==> config.mk <==
export PLATFORM = sky130hd
export DESIGN_NAME = ps2_scancode_decoder
export DESIGN_NICKNAME = d
export VERILOG_FILES = /design/src/rtl/ps2_scancode_decoder.sv
export SDC_FILE = /design/constraint.sdc
export NUM_CORES = 1
export LEC_CHECK = 0
export ABC_AREA = 1
export CAP_MARGIN = 20
export CORE_AREA = 2 2 121 123
export DETAILED_ROUTE_END_ITERATION = 10
export DIE_AREA = 0 0 123 125
export GPL_TIMING_DRIVEN = 0
export PLACE_DENSITY = 0.59
export SYNTH_ARGS = -nofsm -noshare
export SYNTH_HDL_FRONTEND = slang
export SYNTH_HIERARCHICAL = 1
export SYNTH_SLANG_ARGS = --single-unit
==> constraint.sdc <==
create_clock -name CLOCK_50 -period 3.3 [get_ports CLOCK_50]
set_input_delay 0.33 -clock CLOCK_50 [delete_from_list [all_inputs] [get_ports CLOCK_50]]
set_output_delay 0.33 -clock CLOCK_50 [all_outputs]
set_load 0.1 [all_outputs]
==> src/rtl/ps2_scancode_decoder.sv <==
// Purpose : assemble PS/2 set-2 byte streams into key events, queue them, track lock LEDs.
// Latency : terminal byte strobed at edge k is in the FIFO and ev_valid is high after edge k.
// Backpres: ev_valid/ev_ready pop; a push into a full FIFO is dropped and sets sticky overflow.
//
// Ports:
//   CLOCK_50, reset          clock and asynchronous active-high reset
//   key_action, scan_code    byte input, one byte per rising edge of key_action
//   ev_valid/ev_ready        first-word fall-through event head and pop handshake
//   ev_code/ev_ext/ev_break  head event: code with prefixes stripped, E0 flag, F0 flag
//   overflow/overflow_clr    sticky drop flag and its synchronous clear
//   ps2_lock_control         [0] Scroll, [1] Num, [2] Caps lock state
// Build option: define PS2_TYPEMATIC_FILTER_EN to suppress autorepeat makes with a
// 512-entry held-key map indexed by {ext, code}.

module ps2_event_fifo #(
    parameter int W     = 10,
    parameter int DEPTH = 8
) (
    input  logic         clk,
    input  logic         rst,
    input  logic         wr_vld,
    input  logic [W-1:0] wr_dat,
    output logic         wr_rdy,
    output logic         rd_vld,
    input  logic         rd_rdy,
    output logic [W-1:0] rd_dat
);
    localparam int AW = $clog2(DEPTH);

    logic [AW:0]  wr_ptr;
    logic [AW:0]  rd_ptr;
    logic [W-1:0] mem [DEPTH];
    logic         empty;
    logic         full;
    logic         pop;
    logic         push;

    assign empty  = (wr_ptr == rd_ptr);
    assign full   = (wr_ptr[AW] != rd_ptr[AW]) && (wr_ptr[AW-1:0] == rd_ptr[AW-1:0]);
    assign rd_vld = ~empty;
    assign pop    = rd_vld & rd_rdy;
    // A pop in the same cycle frees the slot the push needs.
    assign wr_rdy = ~full | pop;
    assign push   = wr_vld & wr_rdy;
    // Head reads as zero while empty so the outputs have a defined idle value.
    assign rd_dat = empty ? '0 : mem[rd_ptr[AW-1:0]];

    always_ff @(posedge clk or posedge rst) begin
        if (rst) begin
            wr_ptr <= '0;
            rd_ptr <= '0;
        end else begin
            if (push) wr_ptr <= wr_ptr + 1'b1;
            if (pop)  rd_ptr <= rd_ptr + 1'b1;
        end
    end

    always_ff @(posedge clk) begin
        if (push) mem[wr_ptr[AW-1:0]] <= wr_dat;
    end
endmodule

module ps2_scancode_decoder #(
    parameter int DEPTH   = 8,
    parameter int PAUSE_N = 7
) (
    input  logic       CLOCK_50,
    input  logic       reset,
    input  logic       key_action,
    input  logic [7:0] scan_code,
    output logic       ev_valid,
    input  logic       ev_ready,
    output logic [7:0] ev_code,
    output logic       ev_ext,
    output logic       ev_break,
    output logic       overflow,
    input  logic       overflow_clr,
    output logic [2:0] ps2_lock_control
);
    localparam int CW = $clog2(PAUSE_N + 1);

    typedef struct packed {
        logic [7:0] code;
        logic       ext;
        logic       brk;
    } ev_t;

    typedef enum logic [1:0] {ST_IDLE, ST_PFX, ST_PAUSE} state_t;

    state_t        state, state_n;
    logic          ext_p, ext_n;
    logic          brk_p, brk_n;
    logic [CW-1:0] cnt, cnt_n;
    logic          act_d;
    logic          strb;
    logic          key_vld;     // terminal byte completes a key event
    logic          pause_vld;   // last swallowed byte of the Pause sequence
    logic          suppress;
    logic          fifo_wr_vld;
    logic          fifo_wr_rdy;
    ev_t           fifo_wr_dat;
    ev_t           head;
    logic [2:0]    lock_hit;
    logic [2:0]    lock_held;
    logic [2:0]    lock_q;

    assign strb = key_action & ~act_d;

    always_ff @(posedge CLOCK_50 or posedge reset) begin
        if (reset) begin
            // Held high: a key_action asserted through reset must not look like an edge.
            act_d <= 1'b1;
            state <= ST_IDLE;
            ext_p <= 1'b0;
            brk_p <= 1'b0;
            cnt   <= '0;
        end else begin
            act_d <= key_action;
            state <= state_n;
            ext_p <= ext_n;
            brk_p <= brk_n;
            cnt   <= cnt_n;
        end
    end

    always_comb begin
        state_n   = state;
        ext_n     = ext_p;
        brk_n     = brk_p;
        cnt_n     = cnt;
        key_vld   = 1'b0;
        pause_vld = 1'b0;
        case (state)
            ST_IDLE, ST_PFX: begin
                if (strb) begin
                    case (scan_code)
                        8'hE0: begin
                            ext_n   = 1'b1;
                            state_n = ST_PFX;
                        end
                        8'hF0: begin
                            brk_n   = 1'b1;
                            state_n = ST_PFX;
                        end
                        8'hE1: begin
                            ext_n   = 1'b0;
                            brk_n   = 1'b0;
                            cnt_n   = CW'(PAUSE_N);
                            state_n = ST_PAUSE;
                        end
                        // Keyboard status/response bytes, never key codes.
                        8'hAA, 8'hFA, 8'hEE, 8'hFE, 8'h00, 8'hFF: begin
                            ext_n   = 1'b0;
                            brk_n   = 1'b0;
                            state_n = ST_IDLE;
                        end
                        default: begin
                            key_vld = 1'b1;
                            ext_n   = 1'b0;
                            brk_n   = 1'b0;
                            state_n = ST_IDLE;
                        end
                    endcase
                end
            end
            ST_PAUSE: begin
                if (strb) begin
                    cnt_n = cnt - CW'(1);
                    if (cnt == CW'(1)) begin
                        pause_vld = 1'b1;
                        state_n   = ST_IDLE;
                    end
                end
            end
            default: state_n = ST_IDLE;
        endcase
    end

    // Lock keys: Scroll 7E, Num 77, Caps 58, non-extended only.
    assign lock_hit = {scan_code == 8'h58, scan_code == 8'h77, scan_code == 8'h7E};

    always_ff @(posedge CLOCK_50 or posedge reset) begin
        if (reset) begin
            lock_held <= '0;
            lock_q    <= '0;
        end else if (key_vld && !ext_p) begin
            for (int i = 0; i < 3; i++) begin
                if (lock_hit[i]) begin
                    if (brk_p) begin
                        lock_held[i] <= 1'b0;
                    end else begin
                        // Only the first make of a held key toggles; repeats are ignored.
                        if (!lock_held[i]) lock_q[i] <= ~lock_q[i];
                        lock_held[i] <= 1'b1;
                    end
                end
            end
        end
    end

    assign ps2_lock_control = lock_q;

`ifdef PS2_TYPEMATIC_FILTER_EN
    logic [511:0] held_map;
    logic [8:0]   held_idx;

    assign held_idx = {ext_p, scan_code};
    assign suppress = key_vld & ~brk_p & held_map[held_idx];

    always_ff @(posedge CLOCK_50 or posedge reset) begin
        if (reset) begin
            held_map <= '0;
        end else if (key_vld) begin
            held_map[held_idx] <= ~brk_p;
        end
    end
`else
    assign suppress = 1'b0;
`endif

    // Pause has no break code, so it bypasses the typematic filter.
    assign fifo_wr_vld = (key_vld & ~suppress) | pause_vld;
    assign fifo_wr_dat = pause_vld ? ev_t'{code: 8'hE1, ext: 1'b0, brk: 1'b0}
                                   : ev_t'{code: scan_code, ext: ext_p, brk: brk_p};

    ps2_event_fifo #(
        .W     ($bits(ev_t)),
        .DEPTH (DEPTH)
    ) u_fifo (
        .clk    (CLOCK_50),
        .rst    (reset),
        .wr_vld (fifo_wr_vld),
        .wr_dat (fifo_wr_dat),
        .wr_rdy (fifo_wr_rdy),
        .rd_vld (ev_valid),
        .rd_rdy (ev_ready),
        .rd_dat (head)
    );

    assign ev_code  = head.code;
    assign ev_ext   = head.ext;
    assign ev_break = head.brk;

    // A drop wins over a clear in the same cycle.
    always_ff @(posedge CLOCK_50 or posedge reset) begin
        if (reset) begin
            overflow <= 1'b0;
        end else if (fifo_wr_vld && !fifo_wr_rdy) begin
            overflow <= 1'b1;
        end else if (overflow_clr) begin
            overflow <= 1'b0;
        end
    end
endmodule

* Word level (Yosys, flattened, before mapping) *
Memory sizes are Yosys's and may differ from the RTL's.
Cells that the tools add are included.

word-level totals
  word-level logic and storage cells = 102
  bits in writable memories = 80
  memories kept = 1
  register bits = 23
  output and inout port bits = 15
  bits of input ports = 13

operators by class
  add/subtract/negate cells = 3
  reduce and logical (&&, ||, !) cells = 22
  bitwise logic cells = 17
  multiplexer cells = 24
  equality and inequality tests = 21

memories
  memory      words  bits a word  read ports  clocked after memory_dff  wr ports  RTL line  text
  u_fifo.mem  8      10           1           0                         1         32        logic [W-1:0] mem [DEPTH];

operators with widths
  operator                                       count
  == test 8 bit, second input constant           8
  == test 8 x 7 -> 1 bit, second input constant  3
  two-way mux 10 bit                             2
  AND reduction 4 bit                            4
  inverter 1 bit                                 12
  two-way mux 1 bit                              11
  two-way mux 3 bit                              3
  AND reduction 3 bit                            3
  OR reduction 9 bit                             1
  adder 4 x 1 -> 4 bit, second input constant    2
  zero test 8 bit                                1
  case mux 2 bit (2 select lines)                2
  two-way mux 2 bit                              3
  inequality test 2 bit, second input constant   3
  case mux 3 bit (2 select lines)                1
  AND reduction 2 bit                            3
  == test 4 bit                                  1
  case mux 1 bit (2 select lines)                2
  nonzero test 2 bit                             2
  OR reduction 2 bit                             2
  AND 1 bit                                      3
  == test 3 x 1 -> 1 bit, second input constant  1
  == test 3 bit                                  1
  logical AND 1 bit                              3
  8 further kinds                                10

* Logic depth before layout (Yosys ltp) *
Gate-level depths: netlist of the first run.

  depth after elaboration = 9
  mapped depth = 13
  depth with buffers taken out = 13

* Modules after synthesis *
Netlist of the first run, hierarchy kept.

modules (own cells, without submodules)
  module                area an instance (um^2)  cells an instance  times used  seq. area each (um^2)
  ps2_event_fifo        3701.0                   316                1           2602.5
  ps2_scancode_decoder  1154.9                   177                1           376.6

* Worst setup path before layout of the first run *
OpenSTA, ideal clock, no wires.

  path type = register to output
  start = register u_fifo.rd_ptr[0]
  end = output ev_code[1]
  data arrival time = 2.478 ns
  cell stages (with the launch flop) = 10
  data required time = 2.970 ns
  setup slack = 0.492 ns
  path buffers = 2
  path through = dfrtp_1 > buf_4 > inv_2 > nand2_1 > nand2_2 > nor2_4 > nand3_4 > buf_6 > o21ai_0 > nor2_1

on the way
  word-level cells in the longest chain between the ends = 2
  elaborated cells between the ends (all ways) = 3
  those cells by class = eq/ne (1); mux (1); memory (1)

RTL lines
  element                                                    RTL line  text
  start, declared                                            31        logic [AW:0] rd_ptr;
  start signal, assigned                                     54        if (pop) rd_ptr <= rd_ptr + 1'b1;
  memory read (8 x 10 bit) or == test 4 bit (tied branches)  -
  two-way mux 10 bit *                                       46        assign rd_dat = empty ? '0 : mem[rd_ptr[AW-1:0]];
  end, declared                                              73        output logic [7:0] ev_code,

Mark *: on every way between the ends. The rest lies on a longest branch, timed or not.

* Worst setup path in the final report of the first run *
  start = register u_fifo.rd_ptr[0]
  end = output ev_code[3]

Same word-level chain as after synthesis.

==> flow_metrics.tcl, run 1 <==
set metrics [dict create \
    yosys_warnings 6 \
    grt_pass1_vias 3460 \
    clockPowerShare 0.206 \
    die_w_um 123 \
    wl_per_cell_um 14.7 \
    reg2reg_to "u_fifo/mem[2][9]" \
    core_um2 14200 \
    ys_ff_latch 103 \
    status "complete, no violations" \
    cts_tree "yes" \
    htreeDepth 3 \
    grt-ovfl-total 0 \
    cp-end-kind "output pin" \
    cts_sinks 103 \
    finalWirelength_mm 10.6 \
    rsz0062_at_grt "no" \
    vdd_ir_drop_max_mv 0.408 \
    fmax_mhz 320 \
    p_sw_mw 2.65 \
    ios 28 \
    syn_nets 510 \
    cts.path.max_buffers 2 \
    avgSynthCellArea_um2 9.85 \
    path_clk_slew_ns 0.07 \
    setup_ws_ns 0.179 \
    antenna_found_initial 0 \
    io_buffers 27 \
    yosys.area.top_type_share 0.495 \
    dieArea_um2 15400 \
    stdcell_count 721 \
    met1_usage 0.188 \
    post-cts-setup-buffers 0 \
    timing.hold.worst.class "in2async" \
    leakage_nw 2.22 \
    num_antenna_cells 0 \
    internal_power_mw 2.71 \
    routed_via_density 4.84 \
    power_mw 5.36 \
    placed_area_um2 5360 \
    syn_area_um2 4860 \
    worstPathArrival_ns 2.79 \
    fillers 1401 \
    ant_nets 0 \
    worstPathRequired_ns 2.97 \
    cts_root_buffer "clkbuf_16" \
    r2r_start "act_d" \
    crit_type "reg2out" \
    pre_cts_slack_ns 0.187 \
    start_util 0.342 \
    reg2reg_depth 9 \
    clock_latency_ns 0.35 \
    ys_types 36 \
    regToRegSetupSlack_ns 0.71 \
    drv_slew 0 \
    place_congestion 0.812 \
    synth_edf_count 80 \
    finalCritPeriodShare 0.946 \
    synth-seq-area-share 0.614 \
    crit_path_start "u_fifo/rd_ptr[0]" \
    drc 0 \
    synthTopCellsByArea "edfxtp_1 (49%), dfrtp_1 (11%), nor2_1 (8.2%)" \
    grtUsageMet2 0.240 \
    fin_crit_ns 3.12 \
    worstPathMaxFanout 10 \
    rows 44 \
    grt.busiest_layer "met2" \
    p_seq_frac 0.300 \
    cts_buffers 9 \
    ys.flop_type "edfxtp_1" \
    finalNetCount 549 \
    gr-usage-all-layers 0.146 \
    slew_headroom 0.325 \
    maxCapViolCount 0 \
    synth_commonest_cells "nor2_1 (106), edfxtp_1 (80), nand2_1 (79), o21ai_0 (57), inv_1 (38)" \
    yosysMostFrequentCell "nor2_1" \
    dp_hpwl_mm 7.54 \
    grt_start_max_net_pins 20 \
    worst_pin_slew_ns 1.01 \
    endpoint "ev_code[3]" \
    vias 3490 \
    hold_viol 0 \
    p_per_area_nw_per_um2 947 \
    grt_pass1_wl_mm 17.3 \
    sw_frac_of_total 0.494 \
    drive_gt1_frac 0.123 \
    synth_async_sr_flop_share 0.223 \
    setup_viol 0 \
    fin_skew_ns 0.0102 \
    startpoint_type "flip-flop" \
    first_iter_violations 219 \
    die_height_um 125 \
    drt_pre_antenna_iters 5 \
    synth_top_cell_by_area "edfxtp_1" \
    combPwrFrac 0.495 \
    grtUsageMet3 0.0356 \
    syn_inst 493 \
    dpl.cell_count 704 \
    final_cell_area_um2 5660 \
    setup_tns_ns 0 \
    area_delta_synth_final_pct 16.6 \
]
==> cell usage in the layout, fill, tap and decap left out, drive strengths merged <==
cell	n
a211oi	1
a21oi	2
a31oi	1
buf	12
bufinv	1
clkbuf	17
clkdlybuf4s15	2
clkdlybuf4s50	17
clkinv	2
dfrtp	22
dfstp	1
dlygate4sd2	7
edfxtp	80
ha	4
inv	50
nand2	92
nand3	21
nand4	8
nor2	114
nor4	2
o21ai	66
o22ai	10
xnor2	3
xor2	2
==> registers in the layout, summed over array words and instances, names as in the netlist <==
signal / flops
act_d: 1
brk_p: 1
cnt: 3
ext_p: 1
lock_held: 3
overflow: 1
ps2_lock_control: 3
state: 2
u_fifo/mem: 80
u_fifo/rd_ptr: 4
u_fifo/wr_ptr: 4
==> cells by family after synthesis <==
kind of cell               count (synthesis)  share of synthesized area
xor gates and xnor gates                   5                     0.0121
buffers and inverters                     64                     0.0539
AOI/OAI and AO/OA                         80                     0.0866
DFF                                      103                      0.614
adders and majority gates                  4                     0.0103
and+or+nand+nor                          237                      0.224
==> power groups by stage <==
stage	clock network [mW]	registers (mW)	logic, mW
6_report	1.10	1.61	2.65
5_1_grt	1.18	1.62	2.86
4_1_cts	1.13	1.61	2.66
3_5_place_dp	0	1.64	2.76
3_3_place_gp	0	1.63	2.72
2_1_floorplan	0	1.63	2.09
==> worst max-delay path, stage by stage, from the launching register on <==
cell             delay, ns
dfrtp_1               0.39
buf_4                 0.17
inv_2                 0.12
clkbuf_1              0.38
o21ai_0               0.18
o22ai_1               0.15
nor2_1                0.08
nor2_1                0.14
clkdlybuf4s15_1       0.83
==> what timing repair did <==
action	in CTS	in global routing
hold buffers	0	0
resized for setup	10	4
endpoints found under the setup margin	10	3
hold endpoints to repair	0	0
==> cell type report <==
cell class | instances | area (um2) | share of cell area
clock buffer | 9 | 225 | 0.0398
sequential | 103 | 2980 | 0.526
multi-input combinational | 326 | 1620 | 0.285
clock inverter | 7 | 88.8 | 0.0157
timing repair buffer | 28 | 264 | 0.0466
inverter | 46 | 173 | 0.0305
tap | 184 | 230 | 0.0406
buffer | 18 | 88.8 | 0.0157
==> metrics by stage <==
stage	hold WS, ns	util
6_report	0.278	0.399
2_1_floorplan	0.146	-
3_5_place_dp	0.466	0.377
5_1_grt	0.334	0.399
3_3_place_gp	0.459	0.377
4_1_cts	0.283	0.398
==> layer usage <==
metal  share of wire  vias to the layer above
met5               0                        -
met4           0.012                        0
met3           0.042                       10
met2            0.50                       88
met1            0.45                     1660
li1                -                     1732
==> worst min path at each step <==
stage / depth (start not counted) / start / to / slack (ns)
finish: 2 / reset / u_fifo/rd_ptr[3] / 0.28
global route: 2 / reset / u_fifo/rd_ptr[3] / 0.33
CTS: 2 / reset / u_fifo/rd_ptr[3] / 0.28
detailed placement: 2 / lock_held[2] / lock_held[2] / 0.47
global placement: 2 / lock_held[2] / lock_held[2] / 0.46
floorplan: 1 / reset / u_fifo/rd_ptr[0] / 0.15
No activity file was read; power rests on OpenSTA's default activity.
==> run 2: changes to the inputs <==
--- a/config.mk
+++ b/config.mk
@@ -8,10 +8,12 @@
 export ABC_AREA = 1
 export CAP_MARGIN = 20
 export CORE_AREA = 2 2 121 123
+export CTS_CLUSTER_DIAMETER = 150
 export DETAILED_ROUTE_END_ITERATION = 10
 export DIE_AREA = 0 0 123 125
 export GPL_TIMING_DRIVEN = 0
-export PLACE_DENSITY = 0.59
+export PLACE_DENSITY = 0.54
+export SETUP_SLACK_MARGIN = 0.02
 export SYNTH_ARGS = -nofsm -noshare
 export SYNTH_HDL_FRONTEND = slang
 export SYNTH_HIERARCHICAL = 1
==> flow_metrics.tcl, run 2 (synthesized netlist as in run 1, its figures left out) <==
set metrics [dict create \
    cts_sinks 103 \
    vias 3417 \
    setup_tns_ns 0 \
    area_delta_synth_final_pct 16.2 \
    worstPathRequired_ns 2.97 \
    grt_pass1_wl_mm 17.5 \
    crit_buf_inv 4 \
    drive_gt1_frac 0.123 \
    hold_viol 0 \
    worstPathMaxFanout 10 \
    grt-ovfl-total 0 \
    cp-end-kind "output pin" \
    finalWirelength_mm 10.6 \
    worst_pin_slew_ns 1.12 \
    drc 0 \
    drt_pre_antenna_iters 5 \
    htreeDepth 3 \
    status "complete, no violations" \
    worstPathArrival_ns 2.80 \
    crit_top_cell "nor2_1" \
    crit_type "reg2out" \
    core_um2 14200 \
    maxCapViolCount 0 \
    grt_start_max_net_pins 18 \
    largest_reg_flops 80 \
    routed_via_density 4.75 \
    layout_common_cells "nor2_1 (106), edfxtp_1 (80), nand2_1 (79), o21ai_0 (57), inv_1 (38)" \
    cts.path.max_buffers 2 \
    fin_skew_ns 0.0111 \
    vdd_ir_drop_max_mv 0.549 \
    wl_per_cell_um 14.7 \
    antenna_found_initial 0 \
    fin_crit_ns 3.13 \
    slew_headroom 0.249 \
    startpoint_type "flip-flop" \
    first_iter_violations 162 \
    dieArea_um2 15400 \
    grt_pass1_vias 3442 \
    cts_tree "yes" \
    leakage_nw 2.21 \
    final_common_cell "nor2_1" \
    drv_slew 0 \
    finalNetCount 549 \
    gr-usage-all-layers 0.150 \
    setup_viol 0 \
    ant_nets 0 \
    start_util 0.342 \
    fmax_mhz 320 \
    clock_latency_ns 0.35 \
    ios 28 \
    cts_root_buffer "clkbuf_16" \
    power_mw 5.32 \
    timing.hold.worst.class "in2async" \
    p_per_area_nw_per_um2 943 \
    crit_family "buffers and inverters" \
    place_congestion 0.791 \
    io_buffers 27 \
    cts_buffers 9 \
    crit_chain "buf_4 -> inv_2 -> clkbuf_1 -> o21ai_0 -> o22ai_1 -> nor2_1 -> nor2_1 -> dlygate4sd2_1" \
    finalCritPeriodShare 0.948 \
    rsz0062_at_grt "no" \
    die_w_um 123 \
    num_antenna_cells 0 \
    path_clk_slew_ns 0.07 \
    critPathSlowestCell "dlygate4sd2_1" \
    cpPeakStageDelay_ns 0.86 \
    die_height_um 125 \
    dp_hpwl_mm 7.51 \
    rows 44 \
]
run 2: repair_timing:
item                       4_1_cts  5_1_grt
buffers inserted                 0        0
resized for setup               10        7
setup endpoints to repair       10        5
hold buffers                     0        0
run 2: worst paths after layout:
check | depth (start not counted) | start | end | slack, ns
setup / recovery | 8 | u_fifo/rd_ptr[0] | ev_code[5] | 0.17
hold reg to reg | 2 | lock_held[2] | lock_held[2] | 0.48
max in group asynchronous | 2 | reset | ps2_lock_control[0] | 2.54
setup reg to reg | 8 | state[1] | u_fifo/mem[2][0] | 0.59
hold / removal | 2 | reset | u_fifo/wr_ptr[1] | 0.26
min in group CLOCK_50 | 1 | key_action | act_d | 0.44
run 2: power breakdown:
group	switching (mW)	total [mW]	internal [mW]
combinational	2.06	2.64	0.577
clock	0.482	1.07	0.589
sequential	0.0817	1.61	1.53
total	2.63	5.32	2.69
run 2: layout make-up:
class                   instances  area, um2
clock buffers                   9        225
clock inverters                 6       68.8
multi-input cells             326       1620
plain buffers                  18       88.8
repair buffers                 28        262
inverters                      46        173
well taps                     184        230
flip-flops and latches        103       2980
fillers                      1424       8560
run 2: metrics by stage:
stage,setup slack (ns),instance area [um2],utilization,hold slack [ns],std cells
2_1_floorplan,0.492,4860,-,0.146,493
3_3_place_gp,0.163,5360,0.377,0.459,704
3_5_place_dp,0.128,5360,0.377,0.469,704
4_1_cts,0.164,5640,0.397,0.280,719
5_1_grt,0.0230,5640,0.397,0.302,720
6_report,0.170,5640,0.397,0.264,720
run 2: layer usage:
layer | global-route usage | part of all wire | vias to the layer above
met5 | 0 | 0 | -
met4 | 0.0568 | 0.015 | 0
met3 | 0.0324 | 0.036 | 12
met2 | 0.250 | 0.49 | 59
met1 | 0.190 | 0.46 | 1627
li1 | - | - | 1719
